**config.mk**
```make
export PLATFORM = sky130hd
export DESIGN_NAME = f32m_mult_arbiter
export DESIGN_NICKNAME = d
export VERILOG_FILES = /design/src/rtl/f32m_mult_arbiter_pkg.sv /design/src/rtl/f32m_rr_pick.sv /design/src/rtl/f32m_mult_arbiter.sv
export SDC_FILE = /design/constraint.sdc
export NUM_CORES = 1
export LEC_CHECK = 0
export BUFFER_PORTS_ARGS = -buffer_cell sky130_fd_sc_hd__buf_2
export CAP_MARGIN = 5
export CORE_UTILIZATION = 50
export DETAILED_ROUTE_END_ITERATION = 6
export PLACE_DENSITY = 0.86
export SLEW_MARGIN = 15
export SYNTH_ARGS = -nofsm -noshare
export SYNTH_HDL_FRONTEND = slang
export SYNTH_HIERARCHICAL = 1
export SYNTH_SLANG_ARGS = --single-unit
```
**constraint.sdc**
```tcl
create_clock -name clk -period 5.7 [get_ports clk]
set_clock_uncertainty 0.15 [all_clocks]
set_input_delay 1.14 -clock clk [delete_from_list [all_inputs] [get_ports clk]]
set_output_delay 1.14 -clock clk [all_outputs]
set_load 0.02 [all_outputs]
```
**src/rtl/f32m_mult_arbiter_pkg.sv**
```systemverilog
// Shared definitions for the GF(3^{2M}) multiplier arbiter: element width,
// default timeout and FSM state encodings.
package f32m_mult_arbiter_pkg;

  // An element occupies W2+1 bits; W2 is sized for the configured field.
  localparam int W2          = 15;
  localparam int TIMEOUT_DEF = 1023;

  typedef enum logic [1:0] {
    ST_IDLE  = 2'd0,
    ST_START = 2'd1,
    ST_WAIT  = 2'd2,
    ST_RESP  = 2'd3
  } arb_state_e;

  // Index width for a requester count, never narrower than one bit.
  function automatic int idx_w(input int n);
    return (n > 1) ? $clog2(n) : 1;
  endfunction

endpackage

```
**src/rtl/f32m_rr_pick.sv**
```systemverilog
// Combinational round-robin picker: the first requester found at or after
// ptr_i (wrapping) wins.
module f32m_rr_pick
  import f32m_mult_arbiter_pkg::*;
#(
  parameter int NREQ = 4,
  parameter int IW   = 2
) (
  input  logic [NREQ-1:0] req_i,
  input  logic [IW-1:0]   ptr_i,
  output logic [NREQ-1:0] pick_o,
  output logic [IW-1:0]   idx_o,
  output logic            any_o
);

  // Scan requesters starting at the pointer; keep the first hit.
  always_comb begin
    int  k;
    logic found;
    pick_o = '0;
    idx_o  = '0;
    found  = 1'b0;
    k      = 0;
    for (int i = 0; i < NREQ; i++) begin
      k = int'(ptr_i) + i;
      if (k >= NREQ) k = k - NREQ;
      if (!found && (k < NREQ) && req_i[k]) begin
        found     = 1'b1;
        pick_o[k] = 1'b1;
        idx_o     = IW'(k);
      end
    end
    any_o = found;
  end

endmodule

```
**src/rtl/f32m_mult_arbiter.sv**
```systemverilog
// Shares one GF(3^{2M}) multiplier among NREQ requesters. Each granted
// operation latches operands, restarts the multiplier, waits for done (or a
// timeout) and returns the product with a one-cycle ack.
//
// state  | meaning
// IDLE   | multiplier held in restart, waiting for any request
// START  | one-cycle restart with the granted operands, counter cleared
// WAIT   | multiplier running; leave on done or on timeout
// RESP   | one-cycle ack (and err on timeout) to the granted requester
module f32m_mult_arbiter
  import f32m_mult_arbiter_pkg::*;
#(
  parameter int NREQ    = 4,
  parameter int TIMEOUT = TIMEOUT_DEF
) (
  input  logic                   clk,
  input  logic                   reset_n,
  input  logic [NREQ-1:0]        req,
  input  logic [NREQ*(W2+1)-1:0] a_in,
  input  logic [NREQ*(W2+1)-1:0] b_in,
  output logic [NREQ-1:0]        ack,
  output logic                   err,
  output logic [W2:0]            result,
  output logic                   busy,
  output logic [W2:0]            m_a,
  output logic [W2:0]            m_b,
  output logic                   m_reset,
  input  logic [W2:0]            m_c,
  input  logic                   m_done
);

  localparam int IW = idx_w(NREQ);
  localparam int CW = $clog2(TIMEOUT + 1);

  arb_state_e      state_q, state_d;
  logic [IW-1:0]   ptr_q, ptr_d;
  logic [IW-1:0]   gnt_q, gnt_d;
  logic [CW-1:0]   cnt_q, cnt_d, cnt_inc;
  logic [W2:0]     ma_q, ma_d, mb_q, mb_d, res_q, res_d;
  logic [W2:0]     ma_sel, mb_sel;
  logic            errf_q, errf_d;
  logic            mrst_q, mrst_d;
  logic [NREQ-1:0] pick;
  logic [IW-1:0]   pick_idx;
  logic            pick_any;

  f32m_rr_pick #(.NREQ(NREQ), .IW(IW)) u_pick (
    .req_i  (req),
    .ptr_i  (ptr_q),
    .pick_o (pick),
    .idx_o  (pick_idx),
    .any_o  (pick_any)
  );

  assign cnt_inc = cnt_q + 1'b1;

  // State and datapath registers; m_reset is a flop so the restart is glitch-free.
  always_ff @(posedge clk or negedge reset_n) begin
    if (!reset_n) begin
      state_q <= ST_IDLE;
      ptr_q   <= '0;
      gnt_q   <= '0;
      cnt_q   <= '0;
      ma_q    <= '0;
      mb_q    <= '0;
      res_q   <= '0;
      errf_q  <= 1'b0;
      mrst_q  <= 1'b1;
    end else begin
      state_q <= state_d;
      ptr_q   <= ptr_d;
      gnt_q   <= gnt_d;
      cnt_q   <= cnt_d;
      ma_q    <= ma_d;
      mb_q    <= mb_d;
      res_q   <= res_d;
      errf_q  <= errf_d;
      mrst_q  <= mrst_d;
    end
  end

  // Next state: grant, restart, wait for done/timeout, acknowledge.
  always_comb begin
    state_d = state_q;
    ptr_d   = ptr_q;
    gnt_d   = gnt_q;
    cnt_d   = cnt_q;
    ma_d    = ma_q;
    mb_d    = mb_q;
    res_d   = res_q;
    errf_d  = errf_q;
    ma_sel  = '0;
    mb_sel  = '0;
    for (int i = 0; i < NREQ; i++) begin
      if (pick[i]) begin
        ma_sel = ma_sel | a_in[i*(W2+1) +: (W2+1)];
        mb_sel = mb_sel | b_in[i*(W2+1) +: (W2+1)];
      end
    end
    case (state_q)
      ST_IDLE: begin
        if (pick_any) begin
          gnt_d   = pick_idx;
          ma_d    = ma_sel;
          mb_d    = mb_sel;
          state_d = ST_START;
        end
      end
      ST_START: begin
        cnt_d   = '0;
        state_d = ST_WAIT;
      end
      ST_WAIT: begin
        cnt_d = cnt_inc;
        // done wins over a timeout landing in the same cycle
        if (m_done) begin
          res_d   = m_c;
          errf_d  = 1'b0;
          state_d = ST_RESP;
        end else if (cnt_inc == CW'(TIMEOUT)) begin
          res_d   = '0;
          errf_d  = 1'b1;
          state_d = ST_RESP;
        end
      end
      ST_RESP: begin
        ptr_d   = (gnt_q == IW'(NREQ - 1)) ? '0 : gnt_q + 1'b1;
        state_d = ST_IDLE;
      end
      default: state_d = ST_IDLE;
    endcase
    mrst_d = (state_d != ST_WAIT);
  end

  // Outputs decoded from the registered state.
  always_comb begin
    ack = '0;
    if (state_q == ST_RESP) ack[gnt_q] = 1'b1;
    err  = (state_q == ST_RESP) && errf_q;
    busy = (state_q != ST_IDLE);
  end

  assign result  = res_q;
  assign m_a     = ma_q;
  assign m_b     = mb_q;
  assign m_reset = mrst_q;

endmodule

```
==> impl_metrics.ini <==
[drt]
drtIter0Drc = 213
viasPerCell = 5.83
drt-total-wl_mm = 12.3
drc = 0
dr.pass1.iters = 4
wl_per_cell_um = 17.0
antenna_left = 0
via_count = 4206

[clock_tree]
h-tree-depth = 3
clkSinkCount = 66
tritoncts = done
cts_buffer_depth = 2
root_buffer = clkbuf_8
cts_made_buffers = 9
cts_hold_buf = 0
post_cts_buffers = 0
cts_resized = 0
cts.clk_slew.worst_paths_ns = 0.08
clock_latency_ns = 0.34

[setup_path]
worstPathRequired_ns = 5.73
cpPeakStageDelay_ns = 0.74
crit_path_end_kind = flop
cpMostUsedCell = o21ai_0
startpoint_type = flop
crit_type = flop to flop
worstPathArrival_ns = 4.29
critical_path.cell_chain = clkinv_1, ha_1, and2_1, o21ai_0, o221ai_1, a221o_2, a22o_1, a221oi_1, o21ai_0
slowest_stage = dfrtp_1
cp_max_fo = 32

[global_routing]
gr-usage-met2 = 0.453
met1_usage = 0.374
busiest_layer = met2
grt_max_degree = 67
grt_pass1_wl_mm = 18.8
met3_usage = 0.0698
grtUsageTotal = 0.279
grt-ovfl-total = 0
grt_pass1_vias = 3751
antenna_found_initial = 0

[sta]
tightestPinTransition_ns = 0.987
rsz0062_at_grt = false
slew_headroom = 0.340
hold_viol_final = 0
period_share = 0.747
maxSlewViolCount = 0
tns_ns = 0
period_minus_slack_ns = 4.26
fmax_mhz = 235
setup_viol = 0

[placement]
gp_congestion = 0.850
port_buffers = 205
hpwl_mm = 9.15

[synth]
synth_ff_type = dfrtp_1
yosys.cell_count.top_type = dfrtp_1
syn_inst = 433
yosysTopAreaCell = dfrtp_1
ys_seq_elements = 66
synth_cell_types = 57
yosys_warnings = 6
netlist_top_cells_count = 65 x dfrtp_1, 59 x nand2_1, 46 x o21ai_0
synthTopCellsByArea = dfrtp_1 40%, a22o_1 7.2%, a221oi_1 6.8%
synth.top_cell.area_share = 0.396
synth_sequential_area_ratio = 0.402
netlist_area_um2 = 4110
synth-edff-count = 0
synth_area_per_cell_um2 = 9.49
synth_fp_nets = 602
synthArstFlopShare = 1.00

[status]
status = complete, no violations

[layout]
diodes = 0
areaGrowthSynthToFinish_pct = 28.8
num-fill-cells = 626
drive_above_1_share = 0.408
nets = 784

[power]
power.share.combinational = 0.617
p_leak_nw = 2.63
p_total_mw = 3.08
p_switching_mw = 1.50
intPower_mw = 1.58
power_density_nw_per_um2 = 582
swShare = 0.488
seqPwrFrac = 0.267
pwr-share-clk = 0.116
vdd_drop_max_mv = 0.250

[floorplan]
die_area_um2 = 8580
pin_count = 206
core-area_um2 = 7850
rows = 32
die_w_um = 92.6
die_h_um = 92.6
initial_core_util = 0.523

[worst_hold_path]
hold_class = flop to flop

[run]
cap_violations = 0
-- logic make-up (layout without fill, tap and decap cells) --
kind of cell             count (synthesis)  count (layout)  share of synthesized area
buffers and inverters                   46             233                     0.0493
AND/OR/NAND/NOR                        126             126                      0.157
multiplexers                             9               9                     0.0268
adder cells (fa/ha/maj)                 18              18                     0.0548
AO/OA/AOI/OAI                          167             167                      0.308
flip-flops                              66              66                      0.402
XOR/XNOR                                 1               1                    0.00213
-- path summary, 6_finish.rpt --
kind,start,end,slack [ns],depth (start not counted)
max,ptr_q[0],m_b[1],1.44,9
min,m_a[2],m_a[2],0.33,2
max reg2reg,ptr_q[0],m_b[1],1.44,9
min reg2reg,m_a[2],m_a[2],0.33,2
max in group asynchronous,reset_n,m_a[9],4.00,2
min in group asynchronous,reset_n,cnt_q[0],0.83,2
-- layer usage --
metal  wire length, um  share of wire
met5                 0              0
met4               161          0.013
met3               897          0.073
met2              6090           0.50
met1              5130           0.42
-- registers in the layout (all words and copies together) (netlist names) --
register,flops
m_reset,1
ptr_q,2
gnt_q,2
m_a,16
cnt_q,10
state_q,2
result,16
errf_q,1
m_b,16
-- cells in the final DEF (no fill, tap or decap), types with 3 or more instances in the layout --
| master | instances |
|---|---|
| a22oi_1 | 16 |
| inv_1 | 10 |
| o21ai_2 | 10 |
| o221ai_1 | 4 |
| or3_1 | 4 |
| nor3_1 | 6 |
| a221oi_1 | 32 |
| a22o_1 | 34 |
| a221o_2 | 4 |
| nor2b_1 | 4 |
| a21o_1 | 3 |
| nand3_1 | 4 |
| clkbuf_8 | 10 |
| a31oi_1 | 3 |
| ha_1 | 18 |
| dfrtp_1 | 65 |
| nor2_1 | 10 |
| and2_1 | 7 |
| buf_2 | 205 |
| nand2b_1 | 17 |
| o21ai_0 | 46 |
| nand2_1 | 58 |
| mux2_2 | 6 |
| nand4_1 | 4 |
-- power by group through the flow --
stage | combinational [mW] | sequential (mW) | clock, mW
2_1_floorplan | 1.24 | 0.984 | 0
3_3_place_gp | 1.82 | 0.818 | 0
3_5_place_dp | 1.89 | 0.828 | 0
4_1_cts | 1.90 | 0.820 | 0.371
5_1_grt | 2.08 | 0.849 | 0.389
6_report | 1.90 | 0.822 | 0.357
-- stage by stage --
stage	hold slack, ns	setup slack (ns)	util	cells	cell area (um2)
final	0.331	1.44	0.674	722	5290
after CTS	0.334	1.51	0.674	722	5290
after detailed placement	0.317	1.54	0.651	706	5110
after global placement	0.308	1.70	0.651	706	5110
after global routing	0.348	1.15	0.674	722	5290
after floorplan	0.338	2.26	-	433	4110
-- worst max-delay path, delay by kind of cell (launching register included) --
kind | cells | cell delay [ns]
DFF | 1 | 0.74
AOI/OAI and AO/OA | 6 | 1.99
and+or+nand+nor | 1 | 0.21
adders and majority gates | 1 | 0.53
buffers and inverters | 1 | 0.46
-- cell type report --
cell class              count  area, um2  area share
inverters                  11       41.3     0.00781
clock inverters             6       42.5     0.00804
clock buffers              10        138      0.0260
flip-flops and latches     66       1650       0.312
multi-input cells         321       2250       0.426
repair buffers            206       1030       0.195
well taps                 102        128      0.0241
Power figures use the tool's default switching activity.
